## config.mk

```make
export PLATFORM = sky130hd
export DESIGN_NAME = chroma_mode_ctrl
export DESIGN_NICKNAME = d
export VERILOG_FILES = /design/src/rtl/chroma_mode_ctrl.sv
export SDC_FILE = /design/constraint.sdc
export NUM_CORES = 1
export LEC_CHECK = 0
export ABC_AREA = 1
export ABC_CLOCK_PERIOD_IN_PS = 19050
export CAP_MARGIN = 5
export CORE_ASPECT_RATIO = 1.25
export CORE_UTILIZATION = 60
export CTS_CLUSTER_DIAMETER = 80
export CTS_CLUSTER_SIZE = 16
export DETAILED_ROUTE_END_ITERATION = 7
export PLACE_DENSITY = 0.9
export RECOVER_POWER = 100
export SLEW_MARGIN = 15
export SYNTH_ARGS = -nofsm -noshare
export SYNTH_HDL_FRONTEND = slang
export SYNTH_SLANG_ARGS = --single-unit
```

## constraint.sdc

```tcl
create_clock -name clk -period 19.05 [get_ports clk]
set_input_delay 3.81 -clock clk [delete_from_list [all_inputs] [get_ports clk]]
set_output_delay 3.81 -clock clk [all_outputs]
set_load 0.03 [all_outputs]
```

## src/rtl/chroma_mode_ctrl.sv

```systemverilog
// chroma_mode_ctrl: time-multiplexed 8x8 chroma intra mode decision.
// Walks V/H/DC (only the available ones) over Cb then Cr, one row per cycle,
// accumulates a row-SAD per mode through one shared datapath, then hands the
// cheapest mode downstream over valid/ready.
// Optional feature macro: CHROMA_EARLY_TERM_EN (abort modes already losing).
module chroma_mode_ctrl (
  input  logic        clk,
  input  logic        reset,
  input  logic        start,
  input  logic        top_avail,
  input  logic        left_avail,
  output logic        rd_en,
  output logic [1:0]  rd_mode,
  output logic        rd_comp,
  output logic [2:0]  rd_row,
  input  logic [63:0] row_res,
  output logic        busy,
  output logic        out_valid,
  input  logic        out_ready,
  output logic [2:0]  mode,
  output logic [14:0] sad
);

  typedef enum logic [2:0] {
    S_IDLE   = 3'd0,
    S_RUN    = 3'd1,
    S_DRAIN  = 3'd2,
    S_DECIDE = 3'd3,
    S_DONE   = 3'd4
  } state_t;

  // Magnitude of one signed sample, widened to 9 bits so -128 maps to 128.
  function automatic logic [8:0] abs_sample(input logic [7:0] s);
    logic [8:0] ext;
    ext = {s[7], s};
    if (s[7]) begin
      abs_sample = 9'd0 - ext;
    end else begin
      abs_sample = ext;
    end
  endfunction

  // Sum of the eight sample magnitudes of one row (max 1024, fits 11 bits).
  function automatic logic [10:0] row_abs_sum(input logic [63:0] row);
    logic [10:0] acc;
    acc = 11'd0;
    for (int c = 0; c < 8; c++) begin
      acc = acc + {2'b00, abs_sample(row[8*c +: 8])};
    end
    return acc;
  endfunction

  // Next enabled mode after m: {exists, mode}. DC is always enabled and last.
  function automatic logic [2:0] next_mode(input logic [1:0] m, input logic [1:0] en);
    logic [2:0] r;
    case (m)
      2'd0:    r = en[1] ? {1'b1, 2'd1} : {1'b1, 2'd2};
      2'd1:    r = {1'b1, 2'd2};
      default: r = {1'b0, 2'd0};
    endcase
    return r;
  endfunction

  state_t      r_state;
  logic [1:0]  r_en;        // bit0: V enabled, bit1: H enabled
  logic [14:0] r_acc_v;
  logic [14:0] r_acc_h;
  logic [14:0] r_acc_dc;
  logic [2:0]  r_abort;     // per-mode abort flags (only ever set with early termination)
  logic        r_dvalid;    // row_res carries data this cycle
  logic [1:0]  r_dmode;     // mode of the row on row_res
  logic        r_rd_en;
  logic [1:0]  r_rd_mode;
  logic        r_rd_comp;
  logic [2:0]  r_rd_row;
  logic        r_busy;
  logic        r_out_valid;
  logic [2:0]  r_mode;
  logic [14:0] r_sad;
`ifdef CHROMA_EARLY_TERM_EN
  logic        r_dcomp;
  logic [2:0]  r_drow;
  logic [14:0] r_best;      // SAD of the best mode finished so far
  logic        r_best_vld;
  logic        w_finish_now;
`endif

  logic [10:0] w_row_sum;
  logic [14:0] w_acc_sel;
  logic [14:0] w_acc_new;
  logic        w_acc_do;
  logic        w_abort_now;
  logic        w_skip;
  logic        w_jump;
  logic [2:0]  w_nm;
  logic [1:0]  w_first;
  logic [2:0]  w_cand;
  logic        w_pick_h;
  logic        w_s1_found;
  logic [1:0]  w_s1_mode;
  logic [14:0] w_s1_sad;
  logic        w_pick_v;
  logic [1:0]  w_dec_mode;
  logic [14:0] w_dec_sad;

  assign w_row_sum = row_abs_sum(row_res);

  // Select the accumulator belonging to the mode of the returning row.
  always_comb begin
    w_acc_sel = r_acc_dc;
    case (r_dmode)
      2'd0:    w_acc_sel = r_acc_v;
      2'd1:    w_acc_sel = r_acc_h;
      default: w_acc_sel = r_acc_dc;
    endcase
  end

  assign w_acc_new = w_acc_sel + {4'd0, w_row_sum};
  // Rows of an aborted mode (the one still in flight) are dropped.
  assign w_acc_do  = r_dvalid & ~r_abort[r_dmode];

`ifdef CHROMA_EARLY_TERM_EN
  assign w_abort_now  = w_acc_do & r_best_vld & (w_acc_new > r_best);
  assign w_finish_now = w_acc_do & ~w_abort_now & r_dcomp & (r_drow == 3'd7);
`else
  assign w_abort_now  = 1'b0;
`endif

  // Issue sequencing: jump to the next mode at the end of a mode, or early when
  // the mode currently being issued has just been aborted.
  assign w_nm    = next_mode(r_rd_mode, r_en);
  assign w_skip  = w_abort_now & r_rd_en & (r_rd_mode == r_dmode);
  assign w_jump  = (r_rd_comp & (r_rd_row == 3'd7)) | w_skip;
  assign w_first = top_avail ? 2'd0 : (left_avail ? 2'd1 : 2'd2);

  // Minimum search from DC down to V with <= so ties settle on the lower mode.
  assign w_cand     = {1'b1, r_en[1], r_en[0]} & ~r_abort;
  assign w_pick_h   = w_cand[1] & (~w_cand[2] | (r_acc_h <= r_acc_dc));
  assign w_s1_found = w_cand[2] | w_cand[1];
  assign w_s1_mode  = w_pick_h ? 2'd1 : 2'd2;
  assign w_s1_sad   = w_pick_h ? r_acc_h : r_acc_dc;
  assign w_pick_v   = w_cand[0] & (~w_s1_found | (r_acc_v <= w_s1_sad));
  assign w_dec_mode = w_pick_v ? 2'd0 : w_s1_mode;
  assign w_dec_sad  = w_pick_v ? r_acc_v : w_s1_sad;

  // Control FSM, read issue, accumulation and registered outputs.
  always_ff @(posedge clk) begin
    if (!reset) begin
      r_state     <= S_IDLE;
      r_en        <= 2'b00;
      r_acc_v     <= 15'd0;
      r_acc_h     <= 15'd0;
      r_acc_dc    <= 15'd0;
      r_abort     <= 3'b000;
      r_dvalid    <= 1'b0;
      r_dmode     <= 2'd0;
      r_rd_en     <= 1'b0;
      r_rd_mode   <= 2'd0;
      r_rd_comp   <= 1'b0;
      r_rd_row    <= 3'd0;
      r_busy      <= 1'b0;
      r_out_valid <= 1'b0;
      r_mode      <= 3'd0;
      r_sad       <= 15'd0;
`ifdef CHROMA_EARLY_TERM_EN
      r_dcomp     <= 1'b0;
      r_drow      <= 3'd0;
      r_best      <= 15'd0;
      r_best_vld  <= 1'b0;
`endif
    end else begin
      r_dvalid <= r_rd_en;
      r_dmode  <= r_rd_mode;
`ifdef CHROMA_EARLY_TERM_EN
      r_dcomp  <= r_rd_comp;
      r_drow   <= r_rd_row;
      if (w_abort_now) begin
        r_abort[r_dmode] <= 1'b1;
      end
      if (w_finish_now) begin
        r_best     <= w_acc_new;
        r_best_vld <= 1'b1;
      end
`endif
      if (w_acc_do && !w_abort_now) begin
        case (r_dmode)
          2'd0:    r_acc_v  <= w_acc_new;
          2'd1:    r_acc_h  <= w_acc_new;
          default: r_acc_dc <= w_acc_new;
        endcase
      end

      case (r_state)
        S_IDLE: begin
          if (start) begin
            r_en      <= {left_avail, top_avail};
            r_acc_v   <= 15'd0;
            r_acc_h   <= 15'd0;
            r_acc_dc  <= 15'd0;
            r_abort   <= 3'b000;
            r_busy    <= 1'b1;
            r_rd_en   <= 1'b1;
            r_rd_mode <= w_first;
            r_rd_comp <= 1'b0;
            r_rd_row  <= 3'd0;
            r_state   <= S_RUN;
`ifdef CHROMA_EARLY_TERM_EN
            r_best     <= 15'd0;
            r_best_vld <= 1'b0;
`endif
          end
        end
        S_RUN: begin
          if (w_jump) begin
            if (w_nm[2]) begin
              r_rd_mode <= w_nm[1:0];
              r_rd_comp <= 1'b0;
              r_rd_row  <= 3'd0;
            end else begin
              r_rd_en   <= 1'b0;
              r_rd_mode <= 2'd0;
              r_rd_comp <= 1'b0;
              r_rd_row  <= 3'd0;
              r_state   <= S_DRAIN;
            end
          end else if (r_rd_row == 3'd7) begin
            r_rd_comp <= 1'b1;
            r_rd_row  <= 3'd0;
          end else begin
            r_rd_row  <= r_rd_row + 3'd1;
          end
        end
        S_DRAIN: begin
          r_state <= S_DECIDE;
        end
        S_DECIDE: begin
          r_mode      <= {1'b0, w_dec_mode};
          r_sad       <= w_dec_sad;
          r_out_valid <= 1'b1;
          r_state     <= S_DONE;
        end
        S_DONE: begin
          if (out_ready) begin
            r_out_valid <= 1'b0;
            r_busy      <= 1'b0;
            r_state     <= S_IDLE;
          end
        end
        default: begin
          r_state <= S_IDLE;
        end
      endcase
    end
  end

  assign rd_en     = r_rd_en;
  assign rd_mode   = r_rd_mode;
  assign rd_comp   = r_rd_comp;
  assign rd_row    = r_rd_row;
  assign busy      = r_busy;
  assign out_valid = r_out_valid;
  assign mode      = r_mode;
  assign sad       = r_sad;

endmodule

```

== Word-level counts from Yosys, hierarchy flattened ==
Cells that the tools add are included.

* $add $sub $neg: 17
* $mul: 0
* Div/mod/pow operators: 0
* $lt $le $gt $ge: 3
* Equality and inequality tests: 12
* Shift operators: 0
* Mux-type cells: 55
* Bitwise logic cells: 5
* Reduce and logical (&&, ||, !) cells: 15

{| class="wikitable"
|+ Operators with widths
! kind !! number
|-
| $mux 15 || 14
|-
| $mux 9 || 8
|-
| $sub 1x8->9 const A || 8
|-
| $add 11x9->11 || 5
|-
| $le 15x15->1 || 2
|-
| $pmux 15 s2 || 1
|-
| $mux 3 || 7
|-
| $mux 2 || 8
|-
| $add 15x11->15 || 1
|-
| $pmux 3 s5 || 1
|-
| $pmux 3 s2 || 2
|-
| $add 10x9->11 || 1
|-
| $add 9x9->10 || 1
|-
| $reduce_and 3->1 || 3
|-
| $mux 1 || 8
|-
| $ne 2x2->1 const B || 4
|-
| $pmux 1 s2 || 4
|-
| $reduce_and 4->1 || 2
|-
| $eq 3x2->1 const B || 2
|-
| $eq 3x3->1 const B || 2
|-
| $reduce_and 2->1 || 3
|-
| $reduce_bool 2->1 || 3
|-
| $and 1x1->1 || 4
|-
| $eq 2x1->1 const B || 2
|-
| 10 further kinds || 11
|}

* Bits in registers: 79
* Bits in latches: 0
* RAM bits: 0
* ROM bits: 0
* Bits of input ports: 70
* Output and inout port bits: 27
* Memories kept: 0

== Depth between registers and ports, before layout ==
* Word-level depth: 14
* Mapped depth: 38
* Depth with buffers taken out: 38

== Worst setup path after synthesis ==
OpenSTA, ideal clock, no wires.

* Kind: input port to flip-flop
* Start: input port row_res[24]
* End: register r_acc_dc[13]
* Setup time: 0.115 ns
* Data arrival time: 8.978 ns
* Slack: 9.957 ns
* Cell stages on the path: 36
* Buffers on the path: 0
* Cells stage by stage: inv_1 -> ha_1 -> inv_1 -> nor2_1 -> inv_1 -> nor2_1 -> nor2_1 -> xor2_1 -> inv_1 -> fa_1 -> inv_1 -> fa_1 -> fa_1 -> inv_1 -> fa_1 -> inv_1 -> ha_1 -> a21oi_1 -> nand2_1 -> a21o_1 -> nand2_1 -> nand2_1 -> nand2_1 -> nand2_1 -> nand2_1 -> nand2_1 -> xor2_1 -> ha_1 -> nand2_1 -> nor2_1 -> nand3_1 -> nand3_1 -> nand3_1 -> xor2_1 -> o21ai_0 -> inv_1

* Cells in the longest elaborated chain, start to end: 12

{| class="wikitable"
|+ Ends and longest elaborated chain
! element !! RTL line !! text
|-
| start, declared || 16 || <nowiki>input logic [63:0] row_res,</nowiki>
|-
| $sub 1x8->9 || 37 || <nowiki>abs_sample = 9'd0 - ext;</nowiki>
|-
| $mux 9 * || 36 || <nowiki>if (s[7]) begin</nowiki>
|-
| $add 11x9->11 * (5 in series) || 48 || <nowiki>acc = acc + {2'b00, abs_sample(row[8*c +: 8])};</nowiki>
|-
| $add 15x11->15 * || 118 || <nowiki>assign w_acc_new = w_acc_sel + {4'd0, w_row_sum};</nowiki>
|-
| $mux 15 * || 186 || <nowiki>case (r_dmode)</nowiki>
|-
| $mux 15 * || 185 || <nowiki>if (w_acc_do && !w_abort_now) begin</nowiki>
|-
| $mux 15 || 195 || <nowiki>if (start) begin</nowiki>
|-
| $mux 15 * || 193 || <nowiki>case (r_state)</nowiki>
|-
| end signal, assigned || 189 || <nowiki>default: r_acc_dc <= w_acc_new;</nowiki>
|-
| end, declared || 68 || <nowiki>logic [14:0] r_acc_dc;</nowiki>
|}

Mark *: on every way between the ends. The rest lies on a longest branch, timed or not.
A chain may end at the register's enable or synchronous reset.

== Final worst setup path ==
Ends and elaborated chain as after synthesis.

==> metrics.cfg <==
[routing]
met3_wirelength_um = 883
avgRoutedWirePerCell_um = 13.9
pre_repair_dr_iteration_count = 6
top_routing_layer_in_use = met4
drt_first_iter_violations = 455
detailroute.wirelength.met2_mm = 10.2
drcViolationCount = 0
wirelength_mm = 19.6
route.layer.met1.wl_mm = 7.78
routed_via_density = 5.39
final_antenna_net_count = 0
via_count = 7628

[timing]
rsz_0062_raised_after_global_routing = no
fin_setup_tns_ns = 0
finalCriticalPeriod_ns = 9.80
final-max-slew-violation-count = 0
timing.final.hold_violations = 0
tightestPinTransition_ns = 0.751
worst_clock_skew_ns = 0.0119
achievable_clock_frequency_mhz = 102
timing.max_slew.rel_slack_pct = 49.9
setup_viol = 0
period_share_pct = 51.5
timing.final.ws_setup_ns = 9.25

[die]
ios = 97
design.die.area_sq_um = 13800
row_count = 46
die_y_um = 131
floorplan.core_area_sq_um = 12800
start_util_pct = 62.3
floorplan_die_width_um = 105

[clock_tree]
numClockSinks = 79
cts-root-buf = sky130_fd_sc_hd__clkbuf_16
post_cts_hold_buffer_count = 0
tritoncts = done
ctsHtreeMaxLevel = 3
cts.clk_slew.worst_paths_ns = 0.06
post_cts_resized = 0
ctsLongestPathBuffers = 2
clock_latency_ns = 0.35
cts_setup_buffers = 0
numCtsBuffers = 9

[setup_path]
path_max_fanout = 6
worst-endpoint-required_ns = 19.34
cp_common_cell = sky130_fd_sc_hd__inv_1
data_arrival_time_of_the_worst_path_ns = 10.09
timing.critical_path.to_type = flip-flop
path_class = in2reg
timing.critical_path.from_type = input port
setup.reg_to_reg.worst_slack_ns = 15.10
crit_path_top_delay_cell = sky130_fd_sc_hd__dlygate4sd3_1
slowest_delay_ns = 0.55

[global_route]
grt_start_max_net_pins = 29
grt_use_total_pct = 29.4
grt_pass1_wl_mm = 32.5
grt_pass1_vias = 7399
grt_antenna_before_repair = 0
grt_remaining_overflow = 0

[logic_synthesis]
avgSynthCellArea_sq_um = 6.92
total_number_of_yosys_warnings = 0
share_of_synthesized_area_occupied_by_flip_flops_and_latches_pct = 19.8
synthCells = 1156
postSynthRegisterBits = 79
synth.cell_area_sq_um = 7990
synth.distinct_cells = 46

[layout]
area_overhead_vs_synth_pct = 16.6
most-common-layout-cells = sky130_fd_sc_hd__inv_1, sky130_fd_sc_hd__nand2_1, sky130_fd_sc_hd__a21oi_1
fraction_of_final_layout_cells_sized_beyond_drive_strength_1_pct = 3.93
commonest_non_fill_non_tap_cell_in_the_layout = sky130_fd_sc_hd__inv_1
nets = 1429
n_diodes = 0
final_core_utilization_pct = 72.6

[placement]
portBuffers = 95
gp_routability_congestion = 0.927
dp_hpwl_mm = 15.9
dpl_worst_slack_ns = 9.00

[power_and_ir_drop]
power_per_cell_area_nw_per_um2 = 171
leakage_uw = 0.00472
fin_total_pwr_uw = 1590
ir_worst_vdd_uv = 202

[hold_path]
class_of_the_tightest_hold_or_removal_check = reg2reg

[run]
max_cap_violations = 0

[run_status]
status = finished, final reports clean

-- area by class of cell --
class / count / area [sq um]
inverter: 262 / 983
clock buffer: 13 / 260
sequential: 79 / 1580
multi-input combinational: 795 / 5310
clock inverter: 3 / 17.5
fill: 1007 / 3520
timing repair buffer: 96 / 958
tap: 168 / 210
-- flip-flops by register name, summed over array words and instances (netlist names) --
signal	flops
out_valid	1
rd_en	1
rd_row	3
rd_comp	1
r_acc_v	15
r_dmode	2
r_state	3
mode	2
r_dvalid	1
sad	15
r_acc_h	15
r_acc_dc	15
busy	1
rd_mode	2
r_en	2
-- path summary, 6_finish.rpt --
check | start | to | cells after the start
setup / recovery | row_res[24] | r_acc_dc[13] | 32
hold / removal | mode[1] | mode[1] | 2
setup reg to reg | r_acc_dc[14] | sad[9] | 22
hold reg to reg | mode[1] | mode[1] | 2
-- synth_stat cells, drive strengths merged --
| master | n | area, sq um |
|---|---|---|
| nand2 | 237 | 947 |
| buf | 10 | 73.8 |
| ha | 62 | 776 |
| inv | 260 | 976 |
| a21o | 3 | 22.5 |
| a22oi | 6 | 45.0 |
| nor2 | 72 | 293 |
| dfxtp | 79 | 1580 |
| nor3 | 16 | 108 |
| a21boi | 1 | 11.3 |
| or2 | 1 | 6.26 |
| a31oi | 2 | 12.5 |
| xor2 | 25 | 219 |
| nor4 | 9 | 56.3 |
| nand3 | 77 | 385 |
| fa | 54 | 1080 |
| o31ai | 5 | 37.5 |
| o41ai | 1 | 8.76 |
| o211ai | 7 | 57.6 |
| o21a | 5 | 37.5 |
| a211oi | 2 | 15.0 |
| clkbuf | 17 | 63.8 |
| o21bai | 5 | 37.5 |
| o22ai | 11 | 68.8 |
| nand3b | 1 | 7.51 |
| and2 | 14 | 87.6 |
| conb | 2 | 7.51 |
| xnor2 | 26 | 228 |
| nand4 | 4 | 31.3 |
| o21ai | 45 | 225 |
| clkinv | 2 | 7.51 |
| a21oi | 95 | 479 |
-- worst max-delay path: cells and delay by family --
kind / cells / cell delay (ns)
AO/OA/AOI/OAI: 5 / 1.13
XOR/XNOR: 2 / 0.35
adder cells (fa/ha/maj): 8 / 3.00
buffers and inverters: 10 / 1.19
AND/OR/NAND/NOR: 7 / 0.56
-- kinds of logic after synthesis --
logic type               after synthesis  synth area share (%)
AND/OR/NAND/NOR                      431                  24.0
buffers and inverters                289                  14.0
AO/OA/AOI/OAI                        188                  13.2
adder cells (fa/ha/maj)              116                  23.2
flip-flops                            79                  19.8
XOR/XNOR                              51                  5.59
other                                  2                0.0939
-- routing by layer --
metal / vias to the layer above / track usage (%)
li1: 3780 / -
met1: 3489 / 31.5
met2: 298 / 56.3
met3: 61 / 3.31
met4: 0 / 16.8
met5: - / 0
-- metrics by stage --
stage | instances | hold WS, ns | area (sq um)
detailed placement | 1400 | 0.456 | 9050
floorplan | 1163 | 0.441 | 8020
global placement | 1400 | 0.448 | 9050
finish | 1416 | 0.460 | 9320
global route | 1416 | 0.472 | 9320
CTS | 1416 | 0.465 | 9330
-- power by group --
group          leakage (uW)  switching (uW)  internal [uW]  total [uW]
sequential         0.000640            11.1            174         185
combinational       0.00395             779            467        1250
clock              0.000136            67.3           95.0         162
(Power assumes the default switching activity.)
